$ cat src/rtl/uart_rx_port.sv
// uart_rx_port: 8N1 serial receiver with a small read FIFO, mapped onto the core load path.
// Define UART_RX_PARITY_EN to receive 8E1 frames (parity checked ahead of the stop bit).
module uart_rx_port #(
    parameter int         CLKS_PER_BIT = 434,
    parameter int         FIFO_DEPTH   = 4,
    parameter logic [7:0] DATA_ADDR    = 8'hF8,
    parameter logic [7:0] STATUS_ADDR  = 8'hF9
) (
    input  logic       clk,
    input  logic       rst,
    input  logic       rxd,
    input  logic [7:0] Address,
    input  logic       RdEn,
    output logic [7:0] RegData,
    output logic       RxValid,
    output logic       RxErr
);
    // state    | meaning
    // S_IDLE   | line idle, waiting for a falling edge
    // S_START  | half-bit wait, then confirm start bit (else glitch)
    // S_DATA   | eight data samples, LSB first
    // S_PARITY | even-parity sample (8E1 build only)
    // S_STOP   | stop-bit sample: push byte or flag framing error
    // S_BRK    | line held low after a framing error, wait for idle

    localparam int PTR_W  = $clog2(FIFO_DEPTH);
    localparam int CNT_W  = PTR_W + 1;
    localparam int BAUD_W = $clog2(CLKS_PER_BIT);
    localparam logic [BAUD_W-1:0] BIT_LAST  = BAUD_W'(CLKS_PER_BIT - 1);
    localparam logic [BAUD_W-1:0] HALF_LAST = BAUD_W'(CLKS_PER_BIT / 2 - 1);

    typedef enum logic [2:0] {
        S_IDLE,
        S_START,
        S_DATA,
`ifdef UART_RX_PARITY_EN
        S_PARITY,
`endif
        S_STOP,
        S_BRK
    } state_t;

    state_t              state;
    logic [1:0]          sync_q;
    logic                rxs;
    logic [BAUD_W-1:0]   baud_cnt;
    logic                baud_tc;
    logic [2:0]          bit_cnt;
    logic [7:0]          shreg;
    logic                stop_tc;
    logic                push_evt;
    logic                frame_evt;

    logic [7:0]          mem [FIFO_DEPTH];
    logic [PTR_W-1:0]    wr_ptr;
    logic [PTR_W-1:0]    rd_ptr;
    logic [CNT_W-1:0]    count;
    logic                full;
    logic                pop;
    logic                do_push;
    logic                ovr_evt;
    logic                clr_flags;
    logic                overrun;
    logic                frame_err;
    logic                parity_err;

    always_ff @(posedge clk or negedge rst) begin
        if (!rst) begin
            sync_q <= 2'b11;
        end else begin
            sync_q <= {sync_q[0], rxd};
        end
    end
    assign rxs = sync_q[1];

    assign baud_tc = (baud_cnt == '0);

    always_ff @(posedge clk or negedge rst) begin
        if (!rst) begin
            state    <= S_IDLE;
            baud_cnt <= '0;
            bit_cnt  <= '0;
            shreg    <= '0;
        end else begin
            // Sampling states share one reload-on-terminal-count baud timer.
            if (state != S_IDLE && state != S_BRK) begin
                baud_cnt <= baud_tc ? BIT_LAST : baud_cnt - BAUD_W'(1);
            end
            case (state)
                S_IDLE: begin
                    if (!rxs) begin
                        state    <= S_START;
                        baud_cnt <= HALF_LAST;
                        bit_cnt  <= '0;
                    end
                end
                S_START: begin
                    if (baud_tc) state <= rxs ? S_IDLE : S_DATA;
                end
                S_DATA: begin
                    if (baud_tc) begin
                        shreg   <= {rxs, shreg[7:1]};
                        bit_cnt <= bit_cnt + 3'd1;
`ifdef UART_RX_PARITY_EN
                        if (bit_cnt == 3'd7) state <= S_PARITY;
`else
                        if (bit_cnt == 3'd7) state <= S_STOP;
`endif
                    end
                end
`ifdef UART_RX_PARITY_EN
                S_PARITY: begin
                    if (baud_tc) state <= S_STOP;
                end
`endif
                S_STOP: begin
                    if (baud_tc) state <= rxs ? S_IDLE : S_BRK;
                end
                S_BRK: begin
                    if (rxs) state <= S_IDLE;
                end
                default: state <= S_IDLE;
            endcase
        end
    end

    assign stop_tc   = (state == S_STOP) && baud_tc;
    assign frame_evt = stop_tc && !rxs;

`ifdef UART_RX_PARITY_EN
    logic par_bad;
    logic par_evt;

    assign par_evt  = (state == S_PARITY) && baud_tc && (rxs != ^shreg);
    assign push_evt = stop_tc && rxs && !par_bad;

    always_ff @(posedge clk or negedge rst) begin
        if (!rst) begin
            par_bad    <= 1'b0;
            parity_err <= 1'b0;
        end else begin
            if (state == S_IDLE) par_bad <= 1'b0;
            else if (par_evt)    par_bad <= 1'b1;
            parity_err <= par_evt | (parity_err & ~clr_flags);
        end
    end
`else
    assign push_evt   = stop_tc && rxs;
    assign parity_err = 1'b0;
`endif

    assign full      = (count == CNT_W'(FIFO_DEPTH));
    assign RxValid   = (count != '0);
    assign pop       = RdEn && (Address == DATA_ADDR) && RxValid;
    assign clr_flags = RdEn && (Address == STATUS_ADDR);
    // A pop on the same edge frees the slot, so a push into a full FIFO still lands.
    assign do_push   = push_evt && (!full || pop);
    assign ovr_evt   = push_evt && full && !pop;

    always_ff @(posedge clk) begin
        if (do_push) mem[wr_ptr] <= shreg;
    end

    always_ff @(posedge clk or negedge rst) begin
        if (!rst) begin
            wr_ptr    <= '0;
            rd_ptr    <= '0;
            count     <= '0;
            overrun   <= 1'b0;
            frame_err <= 1'b0;
        end else begin
            if (do_push) wr_ptr <= wr_ptr + PTR_W'(1);
            if (pop)     rd_ptr <= rd_ptr + PTR_W'(1);
            case ({do_push, pop})
                2'b10:   count <= count + CNT_W'(1);
                2'b01:   count <= count - CNT_W'(1);
                default: count <= count;
            endcase
            overrun   <= ovr_evt   | (overrun   & ~clr_flags);
            frame_err <= frame_evt | (frame_err & ~clr_flags);
        end
    end

    assign RxErr = overrun | frame_err | parity_err;

    always_comb begin
        RegData = 8'h00;
        if (Address == DATA_ADDR) begin
            if (RxValid) RegData = mem[rd_ptr];
        end else if (Address == STATUS_ADDR) begin
            RegData = {4'b0000, parity_err, frame_err, overrun, RxValid};
        end
    end

endmodule

$ cat config.mk
export PLATFORM = sky130hd
export DESIGN_NAME = uart_rx_port
export DESIGN_NICKNAME = d
export VERILOG_FILES = /design/src/rtl/uart_rx_port.sv
export SDC_FILE = /design/constraint.sdc
export NUM_CORES = 1
export LEC_CHECK = 0
export CAP_MARGIN = 20
export CORE_MARGIN = 4
export CORE_UTILIZATION = 57
export CTS_BUF_LIST = sky130_fd_sc_hd__clkbuf_16
export CTS_CLUSTER_SIZE = 10
export DETAILED_ROUTE_END_ITERATION = 6
export HOLD_SLACK_MARGIN = 0.06
export PLACE_DENSITY = 0.8
export SYNTH_ARGS = -nofsm -noshare
export SYNTH_HDL_FRONTEND = slang
export SYNTH_SLANG_ARGS = --single-unit
$ cat constraint.sdc
create_clock -name clk -period 3.4 [get_ports clk]
set_input_delay 0.51 -clock clk [delete_from_list [all_inputs] [get_ports clk]]
set_output_delay 0.51 -clock clk [all_outputs]
set_load 0.05 [all_outputs]
==> PnR_summary.wiki, run 1 <==
{| class="wikitable"
! Metric !! Value
|-
| Overall routed net length || 5400 µm
|-
| Critical R2R Capture || mem[0][2]$_DFFE_PP_
|-
| Vias in the first global route || 1871
|-
| # Post-CTS Setup Buffers || 0
|-
| Required time of the critical path || 2.89 ns
|-
| Average routed wire per standard cell || 17.4 µm
|-
| Power density cells || 540 nW/µm²
|-
| Maximum clock frequency || 341 MHz
|-
| DR pass1 iterations || 4
|-
| Hold buffers post-CTS || 0
|-
| Synth cell types || 41
|-
| Post-layout net count || 259
|-
| Post-synthesis average cell area || 13.7 µm²
|-
| FF+latch count, synth || 66
|-
| Worst slew margin || 55.4%
|-
| Total routing resource utilization after global routing || 19.7%
|-
| Max IR drop VDD || 0.332 mV
|-
| Worst Setup End Kind || output port
|-
| Final hold viol count || 0
|-
| Synthesized net count || 231
|-
| Synth top area cells || sky130_fd_sc_hd__edfxtp_1 (33%), sky130_fd_sc_hd__dfrtp_1 (28%), sky130_fd_sc_hd__mux4_2 (6.2%), sky130_fd_sc_hd__ha_1 (3.0%), sky130_fd_sc_hd__mux2_2 (2.7%)
|-
| Count of buffers inserted at the top-level ports || 21
|-
| Overall overflow remaining after global route || 0
|-
| Fraction of synthesis flops using an asynchronous set or reset pin || 51.5%
|-
| Clock buffer depth || 2
|-
| Final design instance area without fill || 3600 µm²
|-
| Setup repair after global routing missed its margin || false
|-
| Vias/cell || 5.62
|-
| Post-route non-filler standard cell count || 311
|-
| Result of the run || finished, final reports clean
|-
| Path category of the worst min-delay check || reg2reg
|-
| Cell count after synthesis || 211
|-
| Latest clock arrival within the worst-skew pair || 0.32 ns
|-
| Maximum number of pins on one net before global-route repair || 35
|-
| Top_reg_cell synth || sky130_fd_sc_hd__edfxtp_1
|-
| Synthesized area || 2900 µm²
|-
| Hold path start || sync_q[0]$_DFF_PN1_
|-
| Slowest-stage cell, CP || sky130_fd_sc_hd__clkdlybuf4s50_1
|-
| Amount of wire on met2 after detailed routing || 2550 µm
|-
| Core region area || 4820 µm²
|-
| Pleak || 0.00152 µW
|-
| Count of yosys warnings during synthesis || 0
|-
| Most area-hungry cell type in the Yosys netlist || sky130_fd_sc_hd__edfxtp_1
|-
| Antenna violations before repair || 0
|-
| TritonCTS clock tree || built
|-
| Number of enable flip-flop cells after synthesis || 32
|-
| Sequential share of the synthesized area || 62.7%
|-
| CP cell instances || clkdlybuf4s50_1, nand4b_1, nor2_1, o211a_1, clkdlybuf4s50_1
|-
| Inserted Diodes || 0
|-
| Placement-stage cell area || 3260 µm²
|-
| Number of endpoints failing setup at the final stage || 0
|-
| Starting density of the core || 60.1%
|-
| Number of max-cap violations || 0
|-
| Clock tree root buffer cell || sky130_fd_sc_hd__clkbuf_16
|-
| Hold endpoint || sync_q[1]$_DFF_PN1_
|-
| First-pass GRT wire length || 9130 µm
|-
| Placed Instances || 295
|-
| Clock tree sinks || 66
|-
| Most used cell, CP || sky130_fd_sc_hd__clkdlybuf4s50_1
|-
| Synthesis-to-finish area growth || 24.3%
|-
| Startpoint of the worst-slack reg-to-reg timing path || baud_cnt[0]$_DFF_PN0_
|-
| Yosys top cell area share || 33.2%
|-
| Hold Path Depth || 0
|-
| Arrival time at the worst endpoint || 2.43 ns
|-
| Min Tclk post-route || 2.94 ns
|-
| Final estimated routing congestion in global placement || 0.757
|-
| Worst Clk Skew || 0.00544 ns
|-
| Post-layout utilization of the core || 74.7%
|-
| Period utilization || 86.4%
|-
| Detailed Route Iter0 Violations || 94
|-
| Post-detail-place hpwl || 3500 µm
|-
| Die Ht || 79.3 µm
|-
| Depth of the CTS H-tree || 3
|-
| CTS resizes || 0
|-
| Worst stage delay on the critical path || 0.80 ns
|-
| Num rows || 25
|-
| Startpoint-to-endpoint class of the critical path || in2out
|-
| Type of origin of the critical path || primary input
|-
| Slack of the worst reg-to-reg path || 0.73 ns
|-
| I/O pin cnt || 22
|-
| Share of cells above drive strength 1 || 20.5%
|-
| Clock edge transition at the registers on the reported setup and hold paths || 0.05 ns
|-
| Sum of met3 wire segment lengths after detailed routing || 295 µm
|-
| Antenna violation net count after detailed routing || 0
|-
| Maximum fanout encountered on the critical timing path || 4
|-
| Pin slew with the least headroom to its limit || 0.668 ns
|-
| Synth top cells by count || sky130_fd_sc_hd__dfrtp_1 (32), sky130_fd_sc_hd__edfxtp_1 (32), sky130_fd_sc_hd__nor2_1 (12)
|-
| Total via count after detailed routing || 1747
|-
| Die width || 79.3 µm
|-
| Cells on worst reg2reg path || 6
|-
| Die area || 6280 µm²
|-
| Met1 layer wirelength in the final routing || 2460 µm
|-
| Drc violations || 0
|-
| Final-layout worst hold slack || 0.354 ns
|-
| Highest metal used || met4
|-
| Total negative slack || 0 ns
|-
| Total count of max-transition violations in the final report || 0
|-
| TritonCTS Buffers || 9
|}
## area by class of cell
type	count	area, µm²
tap	67	83.8
fill	292	1220
sequential	66	1810
inverter	11	41.3
clock buffer	9	225
multi-input combinational	126	1010
timing repair buffer	25	310
clock inverter	7	116
## cells by family after synthesis
kind of cell	synth area share [%]
buf+inv	2.55
flops	62.7
fa+ha+maj	3.72
simple gates	12.8
xor+xnor	3.63
mux	9.64
compound gates	5.01
## through the flow
stage / worst slack (ns) / total power [µW]
detailed placement: 0.449 / 922
global placement: 0.501 / 920
global route: 0.396 / 2000
finish: 0.464 / 1940
CTS: 0.469 / 1960
floorplan: 0.827 / 889
## power breakdown
group / leakage, µW / internal, µW / switching [µW]
sequential: 0.000801 / 840 / 5.60
clock: 0.000166 / 715 / 321
combinational: 0.000553 / 27.9 / 33.6
## critical path, delay by kind of cell
| family | cells | cell delay, ns |
|---|---|---|
| AOI/OAI and AO/OA | 1 | 0.21 |
| and+or+nand+nor | 2 | 0.46 |
| buffers and inverters | 2 | 1.25 |
## cells in the final DEF (no fill, tap or decap), types with 4 or more instances in the layout
master / count
sky130_fd_sc_hd__buf_4: 4
sky130_fd_sc_hd__clkdlybuf4s50_1: 14
sky130_fd_sc_hd__mux2_2: 7
sky130_fd_sc_hd__o21ai_0: 10
sky130_fd_sc_hd__ha_1: 7
sky130_fd_sc_hd__xor2_1: 6
sky130_fd_sc_hd__clkbuf_16: 9
sky130_fd_sc_hd__nand3_1: 6
sky130_fd_sc_hd__dfrtp_1: 32
sky130_fd_sc_hd__mux4_2: 8
sky130_fd_sc_hd__nor3_1: 5
sky130_fd_sc_hd__buf_12: 7
sky130_fd_sc_hd__xnor2_1: 6
sky130_fd_sc_hd__a21oi_1: 5
sky130_fd_sc_hd__and2_1: 9
sky130_fd_sc_hd__or3_1: 5
sky130_fd_sc_hd__edfxtp_1: 32
sky130_fd_sc_hd__nor2_1: 12
sky130_fd_sc_hd__inv_1: 11
sky130_fd_sc_hd__nand2_1: 11
## how the worst max path moves through the flow
stage / startpoint / slack [ns] / endpoint
3_3_place_gp: Address[2] / 0.50 / RegData[0]
4_1_cts: Address[5] / 0.47 / RegData[0]
5_1_grt: Address[2] / 0.40 / RegData[0]
6_report: Address[5] / 0.46 / RegData[0]
2_1_floorplan: Address[2] / 0.83 / count[2]$_DFFE_PN0P_
3_5_place_dp: Address[0] / 0.45 / mem[0][2]$_DFFE_PP_
## state kept, by name (all words and copies together) (netlist names)
signal	flops
state	3
overrun	1
sync_q	2
mem	32
frame_err	1
bit_cnt	3
rd_ptr	2
baud_cnt	9
shreg	8
wr_ptr	2
count	3
## metal layers
| layer | global-route usage (%) | vias up |
|---|---|---|
| li1 | - | 827 |
| met1 | 26.5 | 860 |
| met2 | 29.8 | 48 |
| met3 | 4.65 | 12 |
| met4 | 10.5 | 0 |
| met5 | 0 | - |
No activity file was read; power rests on OpenSTA's default activity.
==> run 2: changes to the inputs <==
- CORE_UTILIZATION: 57 -> 62
- DONT_BUFFER_PORTS: default -> 1
- RECOVER_POWER: default -> 100
==> run 2 against run 1 <==
Effect of this change:
- the flow now finishes with violations (max-capacitance violations, max-slew violations)
- cell count is 12% lower
- routed wire length fell by 0.93%
- critical path depth up 5
- die area shrank 7.3%
- non-clock buffer count decreased by 21
- clock skew is 0.0035 ns higher
- via count is 1.8% lower
- setup slack gained 0.13 ns
- flip-flop and latch count is the same
- total power is 10% lower
- final area down 10%
- critical path type is now reg2reg
- critical endpoint is now count[2]$_DFFE_PN0P_
- largest cell class unchanged
- largest power group unchanged
==> PnR_summary.wiki, run 2 (synthesis gave the netlist of run 1 again) <==
{| class="wikitable"
! Metric !! Value
|-
| Placement-stage cell area || 2940 µm²
|-
| Post-layout net count || 238
|-
| Worst Setup End Kind || flip-flop
|-
| Power density cells || 540 nW/µm²
|-
| Die area || 5830 µm²
|-
| Worst Clk Skew || 0.00894 ns
|-
| I/O pin cnt || 22
|-
| Share of cells above drive strength 1 || 14.8%
|-
| Switching part of the total || 19.4%
|-
| Maximum number of pins on one net before global-route repair || 35
|-
| TritonCTS clock tree || built
|-
| Total negative slack || 0 ns
|-
| Register with the most flip-flops || mem
|-
| Latest clock arrival within the worst-skew pair || 0.33 ns
|-
| First-pass GRT wire length || 9110 µm
|-
| Average routed wire per standard cell || 19.5 µm
|-
| Regs by FF count || mem x32, baud_cnt x9, shreg x8
|-
| Final hold viol count || 0
|-
| Starting density of the core || 65.1%
|-
| Total via count after detailed routing || 1715
|-
| Startpoint of the worst-slack reg-to-reg timing path || baud_cnt[0]$_DFF_PN0_
|-
| Flip-flop count of the largest register, all copies and words added || 32
|-
| Vias in the first global route || 1828
|-
| Total Power || 1740 µW
|-
| Maximum clock frequency || 356 MHz
|-
| Clock tree sinks || 66
|-
| Antenna violations before repair || 0
|-
| Startpoint-to-endpoint class of the critical path || reg2reg
|-
| Sequential share of power || 48.9%
|-
| Cells on worst reg2reg path || 10
|-
| Clock buffer depth || 2
|-
| Hold path start || rxd
|-
| Drc violations || 0
|-
| Hold Path Depth || 0
|-
| Hold endpoint || sync_q[0]$_DFF_PN1_
|-
| Maximum fanout encountered on the critical timing path || 4
|-
| Period utilization || 82.7%
|-
| Depth of the CTS H-tree || 3
|-
| Antenna violation net count after detailed routing || 0
|-
| Num rows || 24
|-
| Part of the power in the clock network || 49.0%
|-
| Internal power || 1410 µW
|-
| # Post-CTS Setup Buffers || 0
|-
| DR pass1 iterations || 4
|-
| Arrival time at the worst endpoint || 3.05 ns
|-
| Total routing resource utilization after global routing || 20.9%
|-
| Die Ht || 76.3 µm
|-
| Path category of the worst min-delay check || in2reg
|-
| Pleak || 0.00137 µW
|-
| TritonCTS Buffers || 9
|-
| Post-detail-place hpwl || 3620 µm
|-
| Overall routed net length || 5350 µm
|-
| Number of max-cap violations || 1
|-
| Pin slew with the least headroom to its limit || 1.80 ns
|-
| Detailed Route Iter0 Violations || 145
|-
| Worst setup margin || 0.589 ns
|-
| Final design instance area without fill || 3230 µm²
|-
| Count of buffers inserted at the top-level ports || 0
|-
| Setup repair after global routing missed its margin || false
|-
| Critical R2R Capture || count[2]$_DFFE_PN0P_
|-
| Die width || 76.3 µm
|-
| Type of origin of the critical path || flip-flop
|-
| Inserted Diodes || 0
|-
| Max IR drop VDD || 0.270 mV
|-
| Vias/cell || 6.24
|-
| Worst slew margin || -19.7%
|-
| Most frequent cells in the layout || sky130_fd_sc_hd__dfrtp_1 (32), sky130_fd_sc_hd__edfxtp_1 (32), sky130_fd_sc_hd__inv_1 (13), sky130_fd_sc_hd__nor2_1 (12), sky130_fd_sc_hd__nand2_1 (11)
|-
| Core region area || 4440 µm²
|-
| Slack of the worst reg-to-reg path || 0.59 ns
|-
| Min Tclk post-route || 2.81 ns
|-
| Final-layout worst hold slack || 0.182 ns
|-
| Final estimated routing congestion in global placement || 0.814
|-
| Place WS || 0.764 ns
|-
| Net switching power figure || 338 µW
|-
| Clock edge transition at the registers on the reported setup and hold paths || 0.05 ns
|-
| Clock tree root buffer cell || sky130_fd_sc_hd__clkbuf_16
|-
| Violations in the final reports || max-capacitance violations, max-slew violations
|-
| Number of endpoints failing setup at the final stage || 0
|-
| Required time of the critical path || 3.64 ns
|-
| Synthesis-to-finish area growth || 11.5%
|-
| Result of the run || complete, but fails checks
|-
| Power share of the combinational group || 2.1%
|-
| Overall overflow remaining after global route || 0
|-
| Total count of max-transition violations in the final report || 35
|}
-- run 2: cell count changes in the layout (fill, tap and decap cells not counted), moves of 2 or more --
cell and delta:
sky130_fd_sc_hd__and2_0 +10, sky130_fd_sc_hd__and2_1 -9, sky130_fd_sc_hd__buf_12 -7, sky130_fd_sc_hd__buf_4 -3, sky130_fd_sc_hd__bufinv_16 -2, sky130_fd_sc_hd__clkbuf_1 +2
sky130_fd_sc_hd__clkdlybuf4s50_1 -14, sky130_fd_sc_hd__clkinv_1 +2, sky130_fd_sc_hd__inv_1 +2
-- run 2: how the worst max path moves through the flow --
stage,to,start,slack (ns)
floorplan,count[2]$_DFFE_PN0P_,Address[2],0.83
CTS,count[2]$_DFFE_PN0P_,baud_cnt[0]$_DFF_PN0_,0.73
global placement,count[1]$_DFFE_PN0P_,baud_cnt[0]$_DFF_PN0_,0.92
finish,count[2]$_DFFE_PN0P_,baud_cnt[0]$_DFF_PN0_,0.59
global route,count[2]$_DFFE_PN0P_,baud_cnt[0]$_DFF_PN0_,0.40
detailed placement,count[2]$_DFFE_PN0P_,baud_cnt[0]$_DFF_PN0_,0.76
-- run 2: final cells by class --
type                       count  area (µm²)
sequential                    66        1810
multi-input combinational    126        1000
fill                         278        1220
inverter                      11        41.3
tap                           52        65.1
clock buffer                   9         225
clock inverter                 7        55.1
timing repair buffer           4        25.0
-- run 2: routing by layer --
metal	vias to the layer above	global-route usage (%)	part of all wire (%)
met5	-	0	0
met4	0	8.15	1.5
met3	7	7.80	6.9
met2	64	33.1	50
met1	864	26.3	41
li1	780	-	-
-- run 2: worst max-delay path, cell delays in order, from the launching register on --
cell and delay, ns:
sky130_fd_sc_hd__dfrtp_1 0.38, sky130_fd_sc_hd__inv_1 0.11, sky130_fd_sc_hd__ha_1 0.19, sky130_fd_sc_hd__or4b_1 0.50, sky130_fd_sc_hd__or4_1 0.60, sky130_fd_sc_hd__and2_0 0.26, sky130_fd_sc_hd__inv_1 0.10, sky130_fd_sc_hd__fa_1 0.19
sky130_fd_sc_hd__nor2_1 0.06, sky130_fd_sc_hd__a22oi_1 0.19, sky130_fd_sc_hd__xnor2_1 0.15
-- run 2: power groups by stage --
stage	Sequential, µW	Combinational (µW)	Clock [µW]
5_1_grt	853	41.3	921
3_3_place_gp	865	27.1	0
2_1_floorplan	859	29.9	0
3_5_place_dp	866	28.0	0
4_1_cts	852	40.2	868
6_report	852	36.6	855
-- run 2: through the flow --
step,util (%),std cells
after global routing,72.6,275
after global placement,66.2,257
after CTS,73.2,275
after floorplan,-,211
final,72.6,275
after detailed placement,66.2,257
-- run 2: repair_timing --
item / 4_1_cts / 5_1_grt
endpoints found under the hold margin: 34 / 0
hold buffers: 2 / 0
gates resized for setup: 0 / 0
